--- src/rtl/mux_2x1_8bits_interleave.sv ---
// Two-lane to one-lane byte interleaver: each lane is buffered in a small
// FIFO and the output strictly alternates lane 0, lane 1, lane 0, ...

// Per-lane FIFO. Pops are only requested by the arbiter when count_o != 0.
module mux_2x1_lane_fifo #(
    parameter int W     = 8,
    parameter int DEPTH = 4
) (
    input  logic                       clk,
    input  logic                       reset_L,
    input  logic                       push_i,
    input  logic [W-1:0]               data_i,
    input  logic                       pop_i,
    output logic [W-1:0]               head_o,
    output logic [$clog2(DEPTH):0]     count_o,
    output logic                       full_o,
    output logic                       drop_o
);
    localparam int AW = $clog2(DEPTH);
    localparam logic [AW:0] FULL_CNT = (AW+1)'(DEPTH);

    logic [W-1:0]  mem_q [DEPTH];
    logic [AW-1:0] wr_ptr_q, wr_ptr_d;
    logic [AW-1:0] rd_ptr_q, rd_ptr_d;
    logic [AW:0]   count_q,  count_d;
    logic          wr_ok;

    // A full lane drops the byte even if it is popped at the same edge.
    assign full_o  = (count_q == FULL_CNT);
    assign wr_ok   = push_i && !full_o;
    assign drop_o  = push_i && full_o;
    assign head_o  = mem_q[rd_ptr_q];
    assign count_o = count_q;

    // Next pointer and count values.
    always_comb begin
        wr_ptr_d = wr_ptr_q;
        rd_ptr_d = rd_ptr_q;
        count_d  = count_q;
        if (wr_ok) wr_ptr_d = wr_ptr_q + 1'b1;
        if (pop_i) rd_ptr_d = rd_ptr_q + 1'b1;
        case ({wr_ok, pop_i})
            2'b10:   count_d = count_q + 1'b1;
            2'b01:   count_d = count_q - 1'b1;
            default: count_d = count_q;
        endcase
    end

    // Pointer and count registers, cleared by reset.
    always_ff @(posedge clk) begin
        if (!reset_L) begin
            wr_ptr_q <= '0;
            rd_ptr_q <= '0;
            count_q  <= '0;
        end else begin
            wr_ptr_q <= wr_ptr_d;
            rd_ptr_q <= rd_ptr_d;
            count_q  <= count_d;
        end
    end

    // Storage needs no reset: entries are only read once counted valid.
    always_ff @(posedge clk) begin
        if (reset_L && wr_ok) mem_q[wr_ptr_q] <= data_i;
    end
endmodule

module mux_2x1_8bits_interleave #(
    parameter int DATA_WIDTH = 8,
    parameter int FIFO_DEPTH = 4
) (
    input  logic                  clk,
    input  logic                  reset_L,
    input  logic [DATA_WIDTH-1:0] data_in0,
    input  logic                  validIn0,
    input  logic [DATA_WIDTH-1:0] data_in1,
    input  logic                  validIn1,
    output logic [DATA_WIDTH-1:0] data_out,
    output logic                  validOut,
    output logic                  full0,
    output logic                  full1,
    output logic                  overflow
);
    localparam int NUM_LANES = 2;
    localparam int AW        = $clog2(FIFO_DEPTH);

    logic [NUM_LANES-1:0][DATA_WIDTH-1:0] lane_din, lane_head;
    logic [NUM_LANES-1:0][AW:0]           lane_cnt;
    logic [NUM_LANES-1:0]                 lane_vld, lane_pop, lane_full, lane_drop;

    logic                  sel_q, sel_d;
    logic [DATA_WIDTH-1:0] data_out_q, data_out_d;
    logic                  validOut_q, validOut_d;
    logic                  overflow_q, overflow_d;
    logic                  take;

    assign lane_din = {data_in1, data_in0};
    assign lane_vld = {validIn1, validIn0};

    // Arbiter decision uses only registered counts, so no input reaches it.
    assign take = (lane_cnt[sel_q] != '0);

    genvar l;
    generate
        for (l = 0; l < NUM_LANES; l++) begin : g_lane
            assign lane_pop[l] = take && (sel_q == 1'(l));
            mux_2x1_lane_fifo #(
                .W     (DATA_WIDTH),
                .DEPTH (FIFO_DEPTH)
            ) u_fifo (
                .clk     (clk),
                .reset_L (reset_L),
                .push_i  (lane_vld[l]),
                .data_i  (lane_din[l]),
                .pop_i   (lane_pop[l]),
                .head_o  (lane_head[l]),
                .count_o (lane_cnt[l]),
                .full_o  (lane_full[l]),
                .drop_o  (lane_drop[l])
            );
        end
    endgenerate

    // Wait on the expected lane; never skip to the other one.
    always_comb begin
        sel_d      = sel_q;
        data_out_d = data_out_q;
        validOut_d = 1'b0;
        overflow_d = overflow_q | (|lane_drop);
        if (take) begin
            data_out_d = lane_head[sel_q];
            validOut_d = 1'b1;
            sel_d      = ~sel_q;
        end
    end

    // Output, lane select and sticky overflow registers.
    always_ff @(posedge clk) begin
        if (!reset_L) begin
            sel_q      <= 1'b0;
            data_out_q <= '0;
            validOut_q <= 1'b0;
            overflow_q <= 1'b0;
        end else begin
            sel_q      <= sel_d;
            data_out_q <= data_out_d;
            validOut_q <= validOut_d;
            overflow_q <= overflow_d;
        end
    end

    assign data_out = data_out_q;
    assign validOut = validOut_q;
    assign overflow = overflow_q;
    assign full0    = lane_full[0];
    assign full1    = lane_full[1];
endmodule

--- config.mk ---
export PLATFORM = sky130hd
export DESIGN_NAME = mux_2x1_8bits_interleave
export DESIGN_NICKNAME = d
export VERILOG_FILES = /design/src/rtl/mux_2x1_8bits_interleave.sv
export SDC_FILE = /design/constraint.sdc
export NUM_CORES = 1
export LEC_CHECK = 0
export CAP_MARGIN = 20
export CORE_MARGIN = 2
export CORE_UTILIZATION = 45
export DETAILED_ROUTE_END_ITERATION = 8
export PLACE_DENSITY = 0.76
export SLEW_MARGIN = 20
export SYNTH_ARGS = -nofsm -noshare
export SYNTH_HDL_FRONTEND = slang
export SYNTH_SLANG_ARGS = --single-unit
--- constraint.sdc ---
create_clock -name clk -period 2.9 [get_ports clk]
set_input_delay 0.87 -clock clk [delete_from_list [all_inputs] [get_ports clk]]
set_output_delay 0.87 -clock clk [all_outputs]
set_load 0.1 [all_outputs]
# After elaboration in Yosys (flattened, before gate mapping)
# Memory sizes are Yosys's and may differ from the RTL's. A register that Yosys moved wholly into a read port is not among the register bits.
# Index checks and enable logic that the tools add are counted.
# word_totals
rom_bits,0
in_bits,20
n_memories,2
reg_bits,25
ram_bits,64
word_cells,58
latchBits,0
output_inout_bits,12
# mem_list
memory,depth,word_bits,read_ports,rd_clocked_by_memory_dff,wr,line_no,text
g_lane[0].u_fifo.mem_q,4,8,1,1,1,22,logic [W-1:0] mem_q [DEPTH];
g_lane[1].u_fifo.mem_q,4,8,1,1,1,22,
# classes
n_mul,0
n_mux,15
magnitude_cmp,1
addsub,8
n_eq_ne,6
shift,0
bitwise,2
n_div,0
n_reduce_logical,14
# ops
cell,count
two-way mux 8 bit,2
case mux 3 bit (2 select lines),2
adder 2 x 1 -> 2 bit (second input constant),4
logical AND 1 bit,8
two-way mux 2 bit,4
adder 3 x 1 -> 3 bit (second input constant),2
== test 3 bit (second input constant),2
two-way mux 3 bit,2
subtractor 3 x 1 -> 3 bit (second input constant),2
two-way mux 1 bit,5
== test 2 x 1 -> 1 bit (second input constant),2
== test 2 bit (second input constant),2
nonzero test 2 bit,2
nonzero test 3 bit,1
logical NOT 1 bit,2
< comparator 1 x 2 -> 1 bit (second input constant),1
OR reduction 2 bit,1
inverter 1 bit,1
OR 1 bit,1

# Logic depth before layout (Yosys ltp)
# logic_depth
depth_word,6
depth_mapped,9
depth_no_buf,9

# Cells and area by module
# Synthesis repeated with hierarchy kept, for this count alone.
# hier_totals
hier_cells,235
hier_area_um2,3823.7
# modules_own_cells
mod,seq_area_each_um2,instances,cells_each,area_each_um2
mux_2x1_lane_fifo,1141.1,2,93,1636.6
mux_2x1_8bits_interleave,220.2,1,49,550.5

# Worst setup path before layout
# No wires, ideal clock.
# synth_timing
kind,reg2reg
startpoint,register g_lane[0].u_fifo.count_q[1]
endpoint,register g_lane[0].u_fifo.count_q[2]
t_arrival_ps,2513
required_time_ps,2830
slack_ps,317
stages_incl_launch_ff,10
cell_sequence,dfxtp_1 -> or3b_1 -> inv_1 -> nor2_1 -> inv_1 -> ha_1 -> fa_1 -> xnor2_1 -> or3_1 -> a21oi_1
# synth_between
elab_cells_between_ends,13
classes_between,add/sub (2); eq/ne (3); mux (3); reduce/logical (5)
# synth_rtl
item,line_no,text
"start, declared",25,"logic [AW:0] count_q, count_d;"
"start signal, assigned",58,count_q <= count_d;
== test 3 bit *,29,assign full_o = (count_q == FULL_CNT);
named net full0,80,"output logic full0,"
logical NOT 1 bit *,30,assign wr_ok = push_i && !full_o;
logical AND 1 bit *,30,
== test 2 x 1 -> 1 bit / == test 2 bit (equally long branches),42,"case ({wr_ok, pop_i})"
case mux 3 bit (2 select lines) / nonzero test 2 bit (equally long branches),--,
# The timed path passes the listed nets; every way through them passes the cells marked *. The select of a mux whose other input is x is not followed.
# A chain may end at the register's enable or synchronous reset.

# Worst setup path in the final report
# layout_timing
startpoint,input port validIn1
endpoint,register g_lane[1].u_fifo.count_q[2]
# layout_between
elab_chain_cells,3
elab_cells_between_ends,5
classes_between,eq/ne (2); mux (1); reduce/logical (2)
# layout_lines
item,line_no,text
"start, declared",77,"input logic validIn1,"
logical AND 1 bit *,30,
== test 2 x 1 -> 1 bit / == test 2 bit (equally long branches),42,
case mux 3 bit (2 select lines) / nonzero test 2 bit (equally long branches),--,
"end signal, assigned",58,
"end, declared",25,
# Every way passes the cells marked *; elsewhere a longest branch is shown, timed or not.

==> metrics.yaml <==
worst_setup_path:
  crit_family: "adder cells"
  cp.arrival_ns: 2.82
  critPathMaxStageDelay_ns: 0.48
  crit_top_cell: "inv_1"
  crit_fanout: 3
  path_cells: "clkdlybuf4s50_1, inv_1, nor2_1, inv_1, ha_1, fa_1, xnor2_1, or3_1, a21oi_1"
  worstSetupPathType: "in -> reg"
  critPathLaunchType: "input port"
  r2r_slack_ns: 0.60
  path_buf_inv: 3
  cp.required_ns: 3.20
  cp_slowest_cell: "clkdlybuf4s50_1"
  critPathCaptureType: "flop"
sta:
  fmax_mhz: 395.8
  tightestPinTransition_ns: 0.6886
  setup_violations: 0
  hold_viol_final: 0
  fin_crit_ns: 2.526
  rsz0062_at_grt: "no"
  slew_viol_final: 0
  skew_ns: 0.01440
  period_share_pct: 87.12
  setup_tns_ns: 0
  max-slew-margin-rel_pct: 54.03
clock_tree:
  cts_setup_buffers: 0
  clk_pin_slew_worst_paths_ns: 0.10
  cts_tree: "built"
  cts.repair.resized: 0
  cts_num_sinks: 93
  clk_path_buf_depth: 2
  root_buffer: "clkbuf_8"
  worstSkewPairLatency_ns: 0.36
  numCtsBuffers: 9
  cts.htree.levels: 3
  holdBufCountCts: 0
min_path:
  min_path_type: "reg -> reg"
cells_and_area:
  fin_cells: 387
  diodes: 0
  drive_gt1_share_pct: 18.79
  synthToLayoutAreaGrowth_pct: 16.06
  finish.utilization_pct: 53.17
  nets: 309
  fill_cells: 696
global_routing:
  grt_pass1_wl_mm: 10.63
  grt_pass1_vias: 2091
  overflow: 0
  grt_max_degree: 27
  grt.total_usage_pct: 16.25
  antenna_found_initial: 0
synth:
  synthDistinctLibCells: 34
  yosysTopAreaCell: "edfxtp_1"
  synthCells: 240
  yosysSeqAreaShare_pct: 67.50
  synth_area_um2: 3707
  synth_ff_type: "edfxtp_1"
  yosysMostFrequentCell: "edfxtp_1"
  synth_enable_flop_cells: 64
  postSynthAreaPerCell_um2: 15.45
  synthesis.nets: 272
  ys_ff_latch: 93
  synth.area.top_cells: "edfxtp_1 52%, dfxtp_1 16%, mux4_2 9.7%"
  synth_common_cells: "64 x edfxtp_1, 29 x dfxtp_1, 20 x nor2_1"
  synth_top_area_share_pct: 51.84
  yosysWarningCount: 0
  async_flop_share_pct: 0
routing:
  via_count: 2043
  drtPass1Iterations: 4
  post_drt_wl_per_cell_um: 17.07
  wl_mm: 6.605
  via_per_inst: 5.279
  drc: 0
  drt_iter0_drc: 108
  postRouteAntennaNets: 0
floorplanning:
  ios: 32
  die_y_um: 94.77
  floorplan.initialDensity_pct: 45.81
  core.rowCount: 33
  die-area_um2: 8980
  die_width_um: 94.77
  core_area_um2: 8093
place:
  gp_congestion: 0.7523
  place_inst: 371
  dpl.hpwl_mm: 4.499
  port_buffers: 31
pwr:
  total_power_mw: 4.130
  ir_drop_uv: 488.2
  leakage_nw: 1.521
  power_density_nw_per_um2: 959.9
status:
  outcome: "finished clean"
flow_run:
  cap_violations: 0
-- placed cells by master (no fill, tap or decap), types with 2 or more instances in the layout --
cell type	count
xnor2_1	2
nor2_1	20
nor3_1	8
inv_1	11
inv_6	3
xor2_1	4
a21oi_1	17
fa_1	2
buf_4	16
clkdlybuf4s50_1	19
mux4_2	16
and3_1	9
dfxtp_1	29
or3_1	3
nor4_1	8
clkbuf_8	9
nand3_1	4
ha_1	10
edfxtp_1	64
buf_12	2
or3b_1	2
mux2i_1	2
o21ai_0	7
-- cell families (layout without fill, tap and decap cells) --
logic type,Yosys count,in the layout,share of synthesized area (%)
muxes,18,18,10.26
and+or+nand+nor,58,58,8.539
buffers and inverters,24,66,3.138
adders and majority gates,12,12,4.455
DFF,93,93,67.50
AOI/OAI and AO/OA,29,29,4.691
xor gates and xnor gates,6,6,1.417
-- worst paths after layout --
check                                             startpoint                          end  cells past startpoint
worst max-delay path                                validIn1  g_lane[1].u_fifo.count_o[2]                      9
worst min-delay path            g_lane[0].u_fifo.rd_ptr_q[1]                         flop                      2
worst max register to register   g_lane[0].u_fifo.count_o[0]  g_lane[0].u_fifo.count_o[2]                      9
worst min register to register  g_lane[0].u_fifo.rd_ptr_q[1]                         flop                      2
-- cell type report --
type	count	area, um2	area share, %
clock inverter	6	53.80	1.250
multi-input combinational	123	1089	25.30
inverter	13	48.80	1.134
clock buffer	10	127.6	2.966
tap	105	131.4	3.053
timing repair buffer	37	350.3	8.142
sequential	93	2502	58.16
-- power by group --
group / leakage [nW] / internal (mW) / switching, mW
combinational: 0.611 / 0.531 / 0.964
clock: 0.0898 / 0.329 / 0.475
sequential: 0.820 / 1.60 / 0.229
total: 1.52 / 2.46 / 1.67
-- layer usage --
layer,global-route usage (%),wire length (um)
met3,3.033,249
met1,20.66,2949
met4,7.729,133
met5,0,0
met2,26.95,3272
-- registers in the layout, indices dropped and copies added (netlist names), named ones only --
name                    count
data_out                    8
g_lane.u_fifo.count_o       6
g_lane.u_fifo.mem_q        64
g_lane.u_fifo.rd_ptr_q      4
g_lane.u_fifo.wr_ptr_q      4
overflow                    1
sel_q                       1
validOut                    1
-- stage by stage --
step | area, um2 | hold WS (ns) | worst slack (ns)
final | 4303 | 0.4945 | 0.3736
after detailed placement | 4121 | 0.4738 | 0.01644
after global placement | 4121 | 0.4644 | 0.07171
after global routing | 4303 | 0.5523 | 0.2827
after floorplan | 3707 | 0.4529 | 0.3166
after CTS | 4303 | 0.5004 | 0.3825
-- worst min-delay path: stages, from the launching register on --
cell     delay [ns]
dfxtp_1        0.32
o31ai_1        0.06
a21oi_1        0.07
(Power assumes the default switching activity.)
